===== config.mk =====
export PLATFORM = sky130hd
export DESIGN_NAME = matrix_operand_sequencer_flat
export DESIGN_NICKNAME = d
export VERILOG_FILES = /design/src/rtl/matrix_pkg.sv /design/src/rtl/matrix_operand_sequencer_if.sv /design/src/rtl/eom_watchdog.sv /design/src/rtl/matrix_operand_sequencer.sv /design/src/flat_wrapper.sv
export SDC_FILE = /design/constraint.sdc
export NUM_CORES = 1
export LEC_CHECK = 0
export BUFFER_PORTS_ARGS = -buffer_cell sky130_fd_sc_hd__buf_2
export CAP_MARGIN = 20
export CORE_ASPECT_RATIO = 2
export CORE_UTILIZATION = 40
export CTS_CLUSTER_SIZE = 28
export DETAILED_ROUTE_END_ITERATION = 16
export GPL_TIMING_DRIVEN = 0
export PLACE_DENSITY_LB_ADDON = 0.05
export SYNTH_ARGS = -nofsm -noshare
export SYNTH_HDL_FRONTEND = slang
export SYNTH_SLANG_ARGS = --single-unit
export TNS_END_PERCENT = 5

===== constraint.sdc =====
create_clock -name i_clk -period 1.4 [get_ports i_clk]
set_input_delay 0.28 -clock i_clk [delete_from_list [all_inputs] [get_ports i_clk]]
set_output_delay 0.28 -clock i_clk [all_outputs]
set_load 0.02 [all_outputs]

===== src/rtl/matrix_pkg.sv =====
// rtl/matrix_pkg.sv - shared types and constants for the matrix operand sequencer
// Contents: sequencer state enum, operand/result counts and widths,
//           operand and result slot indices.
package matrix_pkg;

    typedef enum logic [1:0] {
        LOAD  = 2'd0,
        START = 2'd1,
        WAIT  = 2'd2,
        SEND  = 2'd3
    } state_t;

    localparam int NUM_OPERANDS = 8;
    localparam int NUM_RESULTS  = 4;
    localparam int COEF_W       = 4;
    localparam int PROD_W       = 8;

    localparam int NIB_IDX_W  = $clog2(NUM_OPERANDS);
    localparam int BYTE_IDX_W = $clog2(NUM_RESULTS);

    // Operand slots in arrival order on the nibble stream.
    localparam int IDX_A00 = 0;
    localparam int IDX_A01 = 1;
    localparam int IDX_A10 = 2;
    localparam int IDX_A11 = 3;
    localparam int IDX_B00 = 4;
    localparam int IDX_B01 = 5;
    localparam int IDX_B10 = 6;
    localparam int IDX_B11 = 7;

    // Result slots in departure order on the byte stream.
    localparam int IDX_C00 = 0;
    localparam int IDX_C01 = 1;
    localparam int IDX_C10 = 2;
    localparam int IDX_C11 = 3;

endpackage


===== src/rtl/matrix_operand_sequencer_if.sv =====
// rtl/matrix_operand_sequencer_if.sv - bus bundle between sequencer, streams and multiplier
// Groups: nibble input stream (in_*), A/B operands + stm to the multiplier,
//         C products + eom from the multiplier, byte output stream (out_*),
//         busy/err status. master = sequencer side, slave = environment side.
interface matrix_operand_sequencer_if;
    import matrix_pkg::*;

    logic [COEF_W-1:0] in_data;
    logic              in_valid;
    logic              in_ready;

    logic [COEF_W-1:0] a00, a01, a10, a11;
    logic [COEF_W-1:0] b00, b01, b10, b11;
    logic              stm;

    logic [PROD_W-1:0] c00, c01, c10, c11;
    logic              eom;

    logic [PROD_W-1:0] out_data;
    logic              out_valid;
    logic              out_ready;
    logic              out_last;

    logic              busy;
    logic              err;

    modport master (
        input  in_data, in_valid, c00, c01, c10, c11, eom, out_ready,
        output in_ready, a00, a01, a10, a11, b00, b01, b10, b11, stm,
               out_data, out_valid, out_last, busy, err
    );

    modport slave (
        output in_data, in_valid, c00, c01, c10, c11, eom, out_ready,
        input  in_ready, a00, a01, a10, a11, b00, b01, b10, b11, stm,
               out_data, out_valid, out_last, busy, err
    );

endinterface


===== src/rtl/eom_watchdog.sv =====
// rtl/eom_watchdog.sv - cycle timer that flags a multiplier which never reports EOM
// Ports: i_clk, i_rst_n (async active-low), i_clear (zero the timer),
//        i_run (count this cycle), o_timeout (running and timer at TMO_CYCLES-1).
module eom_watchdog #(
    parameter int TMO_CYCLES = 64
) (
    input  logic i_clk,
    input  logic i_rst_n,
    input  logic i_clear,
    input  logic i_run,
    output logic o_timeout
);

    localparam int              CNT_W    = $clog2(TMO_CYCLES);
    localparam logic [CNT_W-1:0] TMO_LAST = CNT_W'(TMO_CYCLES - 1);

    logic [CNT_W-1:0] r_timer;
    logic             w_at_last;

    assign w_at_last = (r_timer == TMO_LAST);
    assign o_timeout = i_run & w_at_last;

    // Counting stops at the terminal value so the timer can never wrap.
    always_ff @(posedge i_clk or negedge i_rst_n) begin
        if (!i_rst_n) begin
            r_timer <= '0;
        end else if (i_clear) begin
            r_timer <= '0;
        end else if (i_run && !w_at_last) begin
            r_timer <= r_timer + CNT_W'(1);
        end
    end

endmodule


===== src/rtl/matrix_operand_sequencer.sv =====
// rtl/matrix_operand_sequencer.sv - serial operand loader / result streamer around a 2x2 matrix multiplier
// Ports: i_clk, i_rst_n (async active-low), io_bus (master modport):
//        nibble stream in, A/B + stm out, C + eom in, byte stream out, busy/err.
module matrix_operand_sequencer
    import matrix_pkg::*;
#(
    parameter int TMO_CYCLES = 64
) (
    input  logic                        i_clk,
    input  logic                        i_rst_n,
    matrix_operand_sequencer_if.master  io_bus
);

    state_t                r_state;
    state_t                w_next_state;
    logic [NIB_IDX_W-1:0]  r_nib_idx;
    logic [BYTE_IDX_W-1:0] r_byte_idx;
    logic [COEF_W-1:0]     r_coef [NUM_OPERANDS];
    logic [PROD_W-1:0]     r_res  [NUM_RESULTS];
    logic                  r_err;
    logic                  r_in_ready;

    logic w_in_xfer;
    logic w_out_xfer;
    logic w_last_nib;
    logic w_last_byte;
    logic w_timeout;
    logic w_wd_clear;
    logic w_wd_run;
    logic w_stm;
    logic w_out_valid;
    logic w_out_last;

    assign w_last_nib  = (r_nib_idx == NIB_IDX_W'(NUM_OPERANDS - 1));
    assign w_last_byte = (r_byte_idx == BYTE_IDX_W'(NUM_RESULTS - 1));
    assign w_in_xfer   = io_bus.in_valid & r_in_ready;
    assign w_out_xfer  = w_out_valid & io_bus.out_ready;
    assign w_wd_clear  = (r_state == START);
    assign w_wd_run    = (r_state == WAIT);

    eom_watchdog #(
        .TMO_CYCLES (TMO_CYCLES)
    ) u_eom_watchdog (
        .i_clk     (i_clk),
        .i_rst_n   (i_rst_n),
        .i_clear   (w_wd_clear),
        .i_run     (w_wd_run),
        .o_timeout (w_timeout)
    );

    always_comb begin
        w_next_state = r_state;
        w_stm        = 1'b0;
        w_out_valid  = 1'b0;
        w_out_last   = 1'b0;
        case (r_state)
            LOAD: begin
                if (w_in_xfer && w_last_nib) begin
                    w_next_state = START;
                end
            end
            START: begin
                w_stm        = 1'b1;
                w_next_state = WAIT;
            end
            WAIT: begin
                // EOM has priority over a timeout landing in the same cycle.
                if (io_bus.eom) begin
                    w_next_state = SEND;
                end else if (w_timeout) begin
                    w_next_state = LOAD;
                end
            end
            SEND: begin
                w_out_valid = 1'b1;
                w_out_last  = w_last_byte;
                if (io_bus.out_ready && w_last_byte) begin
                    w_next_state = LOAD;
                end
            end
            default: begin
                w_next_state = LOAD;
            end
        endcase
    end

    always_ff @(posedge i_clk or negedge i_rst_n) begin
        if (!i_rst_n) begin
            r_state    <= LOAD;
            r_nib_idx  <= '0;
            r_byte_idx <= '0;
            r_err      <= 1'b0;
            r_in_ready <= 1'b0;
            for (int i = 0; i < NUM_OPERANDS; i++) begin
                r_coef[i] <= '0;
            end
            for (int i = 0; i < NUM_RESULTS; i++) begin
                r_res[i] <= '0;
            end
        end else begin
            r_state <= w_next_state;
            // Registered copy of "state is LOAD" so in_ready stays low while in reset.
            r_in_ready <= (w_next_state == LOAD);

            if (w_in_xfer) begin
                r_coef[r_nib_idx] <= io_bus.in_data;
                r_nib_idx         <= r_nib_idx + NIB_IDX_W'(1);
                if (r_nib_idx == '0) begin
                    r_err <= 1'b0;
                end
            end

            if (r_state == WAIT) begin
                if (io_bus.eom) begin
                    r_res[IDX_C00] <= io_bus.c00;
                    r_res[IDX_C01] <= io_bus.c01;
                    r_res[IDX_C10] <= io_bus.c10;
                    r_res[IDX_C11] <= io_bus.c11;
                    r_byte_idx     <= '0;
                end else if (w_timeout) begin
                    r_err     <= 1'b1;
                    r_nib_idx <= '0;
                end
            end

            if (w_out_xfer) begin
                r_byte_idx <= r_byte_idx + BYTE_IDX_W'(1);
            end
        end
    end

    assign io_bus.in_ready  = r_in_ready;
    assign io_bus.stm       = w_stm;
    assign io_bus.out_valid = w_out_valid;
    assign io_bus.out_last  = w_out_last;
    assign io_bus.out_data  = w_out_valid ? r_res[r_byte_idx] : '0;
    assign io_bus.busy      = (r_state != LOAD) || (r_nib_idx != '0);
    assign io_bus.err       = r_err;

    assign io_bus.a00 = r_coef[IDX_A00];
    assign io_bus.a01 = r_coef[IDX_A01];
    assign io_bus.a10 = r_coef[IDX_A10];
    assign io_bus.a11 = r_coef[IDX_A11];
    assign io_bus.b00 = r_coef[IDX_B00];
    assign io_bus.b01 = r_coef[IDX_B01];
    assign io_bus.b10 = r_coef[IDX_B10];
    assign io_bus.b11 = r_coef[IDX_B11];

endmodule

===== src/flat_wrapper.sv =====
// flat-port wrapper written by rule: the top's interface ports become plain ports
module matrix_operand_sequencer_flat import matrix_pkg::*;
#(
    parameter int TMO_CYCLES = 64
)
  (i_clk, i_rst_n, io_bus_in_data, io_bus_in_valid, io_bus_c00, io_bus_c01, io_bus_c10, io_bus_c11, io_bus_eom, io_bus_out_ready, io_bus_in_ready, io_bus_a00, io_bus_a01, io_bus_a10, io_bus_a11, io_bus_b00, io_bus_b01, io_bus_b10, io_bus_b11, io_bus_stm, io_bus_out_data, io_bus_out_valid, io_bus_out_last, io_bus_busy, io_bus_err);
  matrix_operand_sequencer_if io_bus_i ();
  input  logic i_clk;
  input  logic i_rst_n;
  input wire logic [$bits(io_bus_i.in_data)-1:0] io_bus_in_data;
  input wire logic [$bits(io_bus_i.in_valid)-1:0] io_bus_in_valid;
  input wire logic [$bits(io_bus_i.c00)-1:0] io_bus_c00;
  input wire logic [$bits(io_bus_i.c01)-1:0] io_bus_c01;
  input wire logic [$bits(io_bus_i.c10)-1:0] io_bus_c10;
  input wire logic [$bits(io_bus_i.c11)-1:0] io_bus_c11;
  input wire logic [$bits(io_bus_i.eom)-1:0] io_bus_eom;
  input wire logic [$bits(io_bus_i.out_ready)-1:0] io_bus_out_ready;
  output wire logic [$bits(io_bus_i.in_ready)-1:0] io_bus_in_ready;
  output wire logic [$bits(io_bus_i.a00)-1:0] io_bus_a00;
  output wire logic [$bits(io_bus_i.a01)-1:0] io_bus_a01;
  output wire logic [$bits(io_bus_i.a10)-1:0] io_bus_a10;
  output wire logic [$bits(io_bus_i.a11)-1:0] io_bus_a11;
  output wire logic [$bits(io_bus_i.b00)-1:0] io_bus_b00;
  output wire logic [$bits(io_bus_i.b01)-1:0] io_bus_b01;
  output wire logic [$bits(io_bus_i.b10)-1:0] io_bus_b10;
  output wire logic [$bits(io_bus_i.b11)-1:0] io_bus_b11;
  output wire logic [$bits(io_bus_i.stm)-1:0] io_bus_stm;
  output wire logic [$bits(io_bus_i.out_data)-1:0] io_bus_out_data;
  output wire logic [$bits(io_bus_i.out_valid)-1:0] io_bus_out_valid;
  output wire logic [$bits(io_bus_i.out_last)-1:0] io_bus_out_last;
  output wire logic [$bits(io_bus_i.busy)-1:0] io_bus_busy;
  output wire logic [$bits(io_bus_i.err)-1:0] io_bus_err;
  assign io_bus_i.in_data = io_bus_in_data;
  assign io_bus_i.in_valid = io_bus_in_valid;
  assign io_bus_i.c00 = io_bus_c00;
  assign io_bus_i.c01 = io_bus_c01;
  assign io_bus_i.c10 = io_bus_c10;
  assign io_bus_i.c11 = io_bus_c11;
  assign io_bus_i.eom = io_bus_eom;
  assign io_bus_i.out_ready = io_bus_out_ready;
  assign io_bus_in_ready = io_bus_i.in_ready;
  assign io_bus_a00 = io_bus_i.a00;
  assign io_bus_a01 = io_bus_i.a01;
  assign io_bus_a10 = io_bus_i.a10;
  assign io_bus_a11 = io_bus_i.a11;
  assign io_bus_b00 = io_bus_i.b00;
  assign io_bus_b01 = io_bus_i.b01;
  assign io_bus_b10 = io_bus_i.b10;
  assign io_bus_b11 = io_bus_i.b11;
  assign io_bus_stm = io_bus_i.stm;
  assign io_bus_out_data = io_bus_i.out_data;
  assign io_bus_out_valid = io_bus_i.out_valid;
  assign io_bus_out_last = io_bus_i.out_last;
  assign io_bus_busy = io_bus_i.busy;
  assign io_bus_err = io_bus_i.err;
  matrix_operand_sequencer #(.TMO_CYCLES(TMO_CYCLES)) u_core (.i_clk(i_clk), .i_rst_n(i_rst_n), .io_bus(io_bus_i));
endmodule

[After elaboration in Yosys (flattened, before gate mapping)]
Index checks and enable logic that the tools add are counted.
Widths: inputs -> output; s select.
Word-level totals
  flip-flop bits (word level): 79
  bits of input ports: 41
  word-level logic and storage cells: 80
Operators by class
  add/sub/neg operators: 3
  magnitude comparators: 3
  equal/unequal tests: 6
  mux-type cells: 29
  bitwise logic cells: 5
  reduce and logical (&&, ||, !) cells: 16
Operators with widths (count)
  $bwmux 32: 1
  $mux 8: 3
  $bmux 8 s2: 1
  $mux 2: 7
  $demux 4 s3: 1
  $mux 3: 4
  $mux 6: 2
  $mux 1: 8
  $pmux 2 s4: 1
  $reduce_bool 2->1: 4
  $add 6x1->6 const B: 1
  $eq 2x2->1 const B: 3
  $eq 6x6->1 const B: 1
  $ge 4x4->1 const B: 1
  $logic_and 1x1->1: 4
  $logic_not 2->1: 2
  $lt 4x1->1 const B: 1
  $mux 4: 1
  $not 3->4: 1
  $reduce_and 2->1: 2
  $add 3x1->3 const B: 1
  $and 1x1->1: 3
  $eq 3x3->1 const B: 1
  $ge 3x3->1 const B: 1
  other kinds (7): 7

[Depth between registers and ports, before layout]
Gate-level depths: netlist of the first run.
  depth after elaboration: 6
  mapped depth: 5
  gate-level depth less buffers: 5

[By module]
A second synthesis of the first run with hierarchy kept.
Unflattened totals
  cell total of the unflattened synthesis: 254
  area total of the unflattened synthesis: 3573.4 µm²
By module, submodules not included
  matrix_operand_sequencer: times used 1, cells each 212, area each 3199.3 µm²
  eom_watchdog: times used 1, cells each 42, area each 374.1 µm²

[Worst setup path before layout of the first run]
No wires, ideal clock.
  path kind: register to register
  from: reg u_core.r_in_ready (netlist: u_core.io_bus.in_ready)
  to: reg u_core.r_coef, in the netlist u_core.io_bus.a00[0]
  library setup time: 0.125 ns
  data arrival time: 1.519 ns
  required time: 1.275 ns
  slack: -0.244 ns
  stages on the path, launching flop included: 5
  period minus slack after synthesis: 1.644 ns
  cells stage by stage: dfrtp_1 > nand2_2 > or4_1 > buf_2 > mux2_4
Between the ends
  longest elaborated chain between the ends: 1
Ends and longest elaborated chain
  from (decl): RTL line matrix_operand_sequencer.sv:21  | logic r_in_ready;
  from (signal assigned): RTL line matrix_operand_sequencer.sv:103  | r_in_ready <= (w_next_state == LOAD);
  $and 1x1->1: RTL line matrix_operand_sequencer.sv:36  | assign w_in_xfer = io_bus.in_valid & r_in_ready;
  to (signal, indexed assignment): RTL line matrix_operand_sequencer.sv:106  | r_coef[r_nib_idx] <= io_bus.in_data;
  to (decl): RTL line matrix_operand_sequencer.sv:18  | logic [COEF_W-1:0] r_coef [NUM_OPERANDS];
No other way between the ends.
A chain may end at the register's enable or synchronous reset.

[Worst setup path after layout of the first run]
  from: reg u_core.r_byte_idx[0]
  to: out io_bus_out_data[0]
Between the ends
  longest elaborated chain between the ends: 5
Ends and longest elaborated chain
  from (decl): RTL line matrix_operand_sequencer.sv:17  | logic [BYTE_IDX_W-1:0] r_byte_idx;
  from (signal assigned): RTL line matrix_operand_sequencer.sv:127  | r_byte_idx <= r_byte_idx + BYTE_IDX_W'(1);
  $not 2->3 (implied by the code): RTL line matrix_operand_sequencer.sv:136  | assign io_bus.out_data = w_out_valid ? r_res[r_byte_idx] : '0;
  $bmux 8 s2: RTL line matrix_operand_sequencer.sv:136
  $mux 8 (implied by the code) (2 in series): RTL line matrix_operand_sequencer.sv:136
  $mux 8: RTL line matrix_operand_sequencer.sv:136
  to (decl): RTL line flat_wrapper.sv:28  | output wire logic [$bits(io_bus_i.out_data)-1:0] io_bus_out_data;
No other way between the ends. The select of a mux whose other input is x is not followed.

==> impl_metrics.yaml, run 1 <==
timing:
  slew_viol_final: 0
  hold_viol_final: 0
  finClkSkew_ps: 3.68
  setup_viol_count_final: 62
  worst_pin_slew_ps: 417
  slew_headroom: 0.722
  rsz0062_at_grt: "true"
  setup_ws_ps: -589
  fin_crit_ps: 1990
  setup-tns-final_ps: -10260
  layout_worst_path_cycle_share: 1.42
  fmax_ghz: 0.503
final_layout:
  final_cell_mix: "buf_2, dfrtp_1, mux2_2"
  largest_reg_flops: 32
  area_delta_synth_final_pct: 32.2
  largest_registers: "u_core.r_res (32), u_core.u_eom_watchdog.r_timer (6)"
  regMostFlops: "u_core.r_res"
  layout_commonest_cell: "buf_2"
  diodes: 0
  layout.cells.non_filler: 456
  drive_above_1_share: 0.593
  n_fill_cell: 766
  nets: 398
pwr:
  seqPwrFrac: 0.364
  vdd_drop_max_uv: 1510
  switching_power_mw: 3.29
  p_int_mw: 6.84
  combPwrFrac: 0.392
  powerDensity_mw_per_mm2: 2190
  clkPwrFrac: 0.245
  switching_share: 0.325
  p_leak_nw: 2.27
synth:
  ys.flop_type: "dfrtp_1"
  synthArstFlopShare: 1.00
  synth_edf_count: 0
  synth_cell_types: 35
  yosys.area.top_type: "dfrtp_1"
  yosysSeqAreaShare: 0.564
  synth_area_mm2: 0.00351
  yosysTopAreaCellShare: 0.564
  syn_inst: 253
  ys_ff_latch: 79
  ys_top_cells_by_area: "dfrtp_1, mux2_2, mux4_2, ha_1, mux2_4"
  yosysWarnings: 0
  synth_fp_nets: 299
  syn_avg_cell_area_um2: 13.9
global_routing:
  antenna_found_initial: 0
  grtUsageTotal: 0.195
  grt_pass1_wl_mm: 12.8
  grt_pass1_vias: 2570
  grt_overflow: 0
  grt_use_met1: 0.196
  grt_use_met3: 0.0468
  grt_max_degree: 62
  grt.busiest_layer: "met2"
  grtUsageMet2: 0.353
critical_path:
  cp-startpoint: "u_core.r_byte_idx[0]"
  setup.worst_path.class: "flip-flop to output pin"
  endpoint: "io_bus_out_data[0]"
  rr_worst_depth: 4
  r2r-start: "u_core.r_state[1]"
  path_max_fanout: 5
  rrSetupSlack_ps: -180
  arrival_ps: 1710
  critPathLaunchType: "flip-flop"
  cp-end-kind: "output pin"
  reg2reg_to: "u_core.r_res[14]"
  worstPathRequired_ps: 1120
place:
  port_buffers: 86
  place_inst: 440
  hpwl_mm: 5.84
  place_congestion: 0.779
routing:
  initialDrtViolationCount: 106
  wirelength_mm: 8.02
  first_pass_iters: 10
  ant_nets: 0
  remaining_drc_errors: 1
  wl_per_cell_um: 17.6
  avgViaCountPerCell: 5.33
  vias: 2430
run_status:
  status: "finished, violations left"
  violations: "DRC, setup timing"
clock_tree:
  clk_pin_slew_worst_paths_ps: 60
  clock_sinks: 79
  numCtsBuffers: 9
  tritoncts: "done"
  h-tree-depth: 3
  clk_path_buf_depth: 2
  clock-root-buffer: "clkbuf_16"
  clkLatencyLatePin_ps: 330
die:
  die_area_mm2: 0.00917
  core_mm2: 0.00859
  die-width_um: 68.2
  start_util: 0.408
  die_h_um: 134
  io_pins: 87
  num_rows: 48
worst_hold_path:
  holdCritStartpoint: "io_bus_c10[0]"
  min_path_cells: 2
  worst_hold_path_type: "input pin to flip-flop"
flow_run:
  drv_cap: 0
-- worst min path at each step --
| stage | slack [ps] | to |
|---|---|---|
| floorplan | -20 | u_core.io_bus.a00[0] |
| global placement | 460 | u_core.io_bus.err |
| detailed placement | 190 | u_core.io_bus.err |
| CTS | 160 | u_core.r_res[4] |
| global route | 170 | u_core.r_res[15] |
| finish | 170 | u_core.r_res[8] |
-- stage by stage --
step	cell area [um^2]	hold slack (ps)	total power, mW	worst slack (ps)	utilization
final	4640	171	10.1	-589	0.540
after floorplan	3520	-15.6	6.04	-120	-
after detailed placement	4110	189	7.17	-442	0.478
after CTS	4610	161	10.2	-636	0.536
after global placement	4080	461	7.06	-764	0.475
after global routing	4640	173	10.7	-629	0.540
-- routing by layer --
layer	wire length, um	up-vias	share of wire
li1	-	1123	-
met1	2810	1218	0.35
met2	4650	77	0.58
met3	398	12	0.050
met4	156	0	0.019
met5	0	-	0
-- worst max-delay path, cell delays in order (launching register included) --
cell	delay, ps
dfrtp_2	410
clkbuf_16	170
mux4_2	480
and2_1	160
buf_2	150
-- cell usage after synthesis, types with 2 or more instances --
library cell and n:
nand2_1 7, a311oi_1 2, ha_1 5, buf_1 2
clkbuf_1 3, a21o_1 2, nor3_1 4, a21oi_1 8
mux4_2 8, mux2_4 4, nand2b_1 4, nand3b_1 2
dfrtp_1 79, o21ai_0 6, nand3_1 9, inv_1 5
nor2_1 6, and2_1 9, and3_1 2, buf_2 6
mux2_2 60, nand4_1 3, a41oi_1 2, and4_1 2
a211o_1 3
-- repair_timing --
| item | 4_1_cts | 5_1_grt |
|---|---|---|
| endpoints found under the setup margin | 88 | 83 |
| hold buffers | 1 | 0 |
| pin swaps | 3 | 7 |
| endpoints found under the hold margin | 18 | 0 |
| gates resized for setup | 48 | 13 |
| setup buffers | 0 | 0 |
| gates cloned | 1 | 0 |
-- area by class of cell --
type / instances / area (um^2) / area share
Buffer: 10 / 101 / 0.0219
Clock buffer: 11 / 243 / 0.0524
Clock inverter: 4 / 70.1 / 0.0151
Inverter: 5 / 18.8 / 0.00405
Multi-Input combinational cell: 158 / 1560 / 0.336
Sequential cell: 79 / 1990 / 0.429
Tap cell: 100 / 125 / 0.0270
Timing Repair Buffer: 89 / 532 / 0.115
-- power groups by stage --
stage	Combinational (mW)	Clock [mW]	Sequential, mW
2_1_floorplan	2.28	0	3.77
3_3_place_gp	3.45	0	3.60
3_5_place_dp	3.53	0	3.64
4_1_cts	3.96	2.53	3.69
5_1_grt	4.31	2.61	3.81
6_report	3.97	2.48	3.69
-- cells by family (layout without fill, tap and decap cells) --
| kind of cell | Yosys count | in the layout | share of synthesized area |
|---|---|---|---|
| buffers and inverters | 16 | 119 | 0.0193 |
| AOI/OAI and AO/OA | 26 | 26 | 0.0482 |
| adders and majority gates | 5 | 5 | 0.0178 |
| xor gates and xnor gates | 1 | 1 | 0.00250 |
| and+or+nand+nor | 54 | 54 | 0.0871 |
| DFF | 79 | 79 | 0.564 |
| muxes | 72 | 72 | 0.261 |
Note: power is estimated with default switching activity, not from simulation.
==> run 2, diff against run 1 <==
--- a/config.mk
+++ b/config.mk
@@ -5,6 +5,7 @@
 export SDC_FILE = /design/constraint.sdc
 export NUM_CORES = 1
 export LEC_CHECK = 0
+export ABC_AREA = 1
 export BUFFER_PORTS_ARGS = -buffer_cell sky130_fd_sc_hd__buf_2
 export CAP_MARGIN = 20
 export CORE_ASPECT_RATIO = 2
==> run 2 against run 1 <==
  * Sequential cell count unchanged
  * Utilization decreased by 0.61 points
  * Synthesized area increased by 1.9%
  * Sequential share of layout area about the same
  * The run ends with setup timing left
==> impl_metrics.yaml, run 2 <==
run_status:
  status: "finished, violations left"
  violations: "setup timing"
clock_tree:
  numCtsBuffers: 9
  clock_sinks: 79
  clkLatencyLatePin_ps: 330
  h-tree-depth: 3
  clk_path_buf_depth: 2
  clk_pin_slew_worst_paths_ps: 60
  tritoncts: "done"
  clock-root-buffer: "clkbuf_16"
synth:
  syn_inst: 417
  yosys-top-cells-count: "nand2_1, dfrtp_1, o21ai_0"
  yosysSeqAreaShare: 0.553
  synth_top_family_by_area: "simple AND/OR/NAND/NOR gates"
  yosysWarnings: 0
  ys.flop_type: "dfrtp_1"
  yosys.area.top_type: "dfrtp_1"
  synth_fa_ha_area_frac: 0.0175
  yosysTopAreaCellShare: 0.553
  ys_top_cells_by_area: "dfrtp_1, nand2_1, o21ai_0, nand3_1, nor2_1"
  synthMuxAreaShare: 0
  synth_compound_area_frac: 0.0977
  syn_avg_cell_area_um2: 8.57
  ys_ff_latch: 79
  synth_xor_area_frac: 0
  synth_cell_types: 24
  yosysMostFrequentCell: "nand2_1"
  synth_edf_count: 0
  synthSimpleGateAreaFrac: 0.283
  synth_area_mm2: 0.00357
  synth_fp_nets: 463
  synthArstFlopShare: 1.00
global_routing:
  grt_pass1_wl_mm: 14.7
  grt_max_degree: 45
  antenna_found_initial: 0
  grt_pass1_vias: 3074
  grt_use_met1: 0.229
  grt.busiest_layer: "met2"
  grt_use_met3: 0.0497
  grtUsageMet2: 0.402
  grtUsageTotal: 0.219
  grt_overflow: 0
timing:
  holdWs_ps: 178
  rsz0062_at_grt: "true"
  setup_viol_count_final: 12
  slew_viol_final: 0
  layout_worst_path_cycle_share: 1.31
  finClkSkew_ps: 7.88
  setup_ws_ps: -435
  fin_crit_ps: 1840
  worst_pin_slew_ps: 481
  hold_viol_final: 0
  setup-tns-final_ps: -3860
  fmax_ghz: 0.545
  slew_headroom: 0.679
pwr:
  vdd_drop_max_uv: 1200
  p_int_mw: 6.58
  powerDensity_mw_per_mm2: 2410
  switching_power_mw: 4.54
  finalPower_mw: 11.1
  clkPwrFrac: 0.212
  switching_share: 0.408
  seqPwrFrac: 0.361
  p_leak_nw: 2.41
  combPwrFrac: 0.427
routing:
  wl_per_cell_um: 14.8
  remaining_drc_errors: 0
  vias: 3111
  avgViaCountPerCell: 4.98
  ant_nets: 0
  wirelength_mm: 9.24
  initialDrtViolationCount: 165
  first_pass_iters: 4
critical_path:
  r2r-start: "u_core.r_byte_idx[0]"
  cp-end-kind: "output pin"
  reg2reg_to: "u_core.io_bus.in_ready"
  rr_worst_depth: 9
  path_max_fanout: 6
  setup.worst_path.class: "flip-flop to output pin"
  critPathLaunchType: "flip-flop"
  worstPathRequired_ps: 1120
  arrival_ps: 1560
  rrSetupSlack_ps: 100
die:
  die-width_um: 68.8
  num_rows: 48
  die_h_um: 136
  core_mm2: 0.00865
  start_util: 0.413
  io_pins: 87
  die_area_mm2: 0.00934
final_layout:
  multiInputGateArea_mm2: 0.00147
  layout.cells.non_filler: 625
  n_fill_cell: 825
  final_cell_mix: "nand2_1, buf_2, dfrtp_1"
  area_delta_synth_final_pct: 29.2
  postLayoutCoreUtil: 0.534
  diodes: 0
  seq_area_mm2: 0.00198
  drive_above_1_share: 0.290
  layout_commonest_cell: "nand2_1"
  regMostFlops: "u_core.r_res"
  largest_registers: "u_core.r_res (32), u_core.u_eom_watchdog.r_timer (6)"
  largest_reg_flops: 32
  nets: 567
flow_run:
  drv_cap: 0
place:
  port_buffers: 85
  place_inst: 603
  place_congestion: 0.829
  hpwl_mm: 6.85
worst_hold_path:
  min_path_cells: 3
  holdPathEnd: "u_core.r_res[9]"
  worst_hold_path_type: "input pin to flip-flop"
  holdCritStartpoint: "io_bus_c10[1]"
## run 2: cell types whose count changed in the layout (fill, tap and decap cells not counted), moves of 8 or more
cell | previous run | this run
inv_1 | 5 | 14
mux4_2 | 8 | 0
nand2_1 | 7 | 121
nor2_1 | 2 | 43
o21ai_1 | 0 | 9
o21ai_0 | 6 | 44
nand2_2 | 0 | 10
buf_4 | 4 | 19
mux2_2 | 60 | 0
nand3_1 | 8 | 47
## run 2: timing repair
action	4_1_cts	5_1_grt
hold endpoints to repair	35	0
hold buffers	1	0
setup endpoints to repair	15	22
buffers inserted	5	0
cloned	1	0
pin swaps	11	4
resized for setup	29	15
## run 2: worst max-delay path by stage
stage / from / end / slack [ps]
floorplan: u_core.r_byte_idx[0] / io_bus_out_data[0] / -80
global placement: i_rst_n / u_core.io_bus.b00[2] / -580
detailed placement: u_core.r_byte_idx[0] / io_bus_out_data[0] / -360
CTS: u_core.r_byte_idx[0] / io_bus_out_data[4] / -460
global route: u_core.r_byte_idx[0] / io_bus_out_data[4] / -540
finish: u_core.r_byte_idx[0] / io_bus_out_data[3] / -440
## run 2: through the flow
step	area [um^2]	setup WS [ps]
2_1_floorplan	3580	-77.9
4_1_cts	4570	-459
6_report	4620	-435
5_1_grt	4620	-544
3_5_place_dp	4160	-358
3_3_place_gp	4130	-579
## run 2: per-layer routing
layer | part of all wire | up-vias
li1 | - | 1566
met4 | 0.021 | 0
met5 | 0 | -
met1 | 0.38 | 1466
met3 | 0.038 | 13
met2 | 0.56 | 66
## run 2: cell families after synthesis
logic type | after synthesis
buffers and inverters | 33
flip-flops | 79
AND/OR/NAND/NOR | 234
AO/OA/AOI/OAI | 66
adder cells (fa/ha/maj) | 5
## run 2: cell type report
type | count | share of cell area
inverters | 19 | 0.0171
flip-flops and latches | 79 | 0.429
repair buffers | 93 | 0.116
well taps | 100 | 0.0271
clock buffers | 12 | 0.0556
multi-input cells | 305 | 0.319
plain buffers | 14 | 0.0268
clock inverters | 3 | 0.00922
## run 2: power groups by stage
stage	Sequential [mW]	Combinational (mW)	Clock (mW)
after CTS	4.00	4.74	2.41
final	4.02	4.74	2.35
after detailed placement	3.99	4.46	0
after floorplan	4.39	2.57	0
after global routing	4.15	5.35	2.49
after global placement	3.96	4.39	0
## run 2: critical path: stages (launching register included)
cell and delay [ps]:
dfrtp_1 360, buf_6 130, buf_8 120, buf_6 120, nor2_2 30, nor2_1 70, o21ai_1 70, a21oi_1 150
buf_4 160
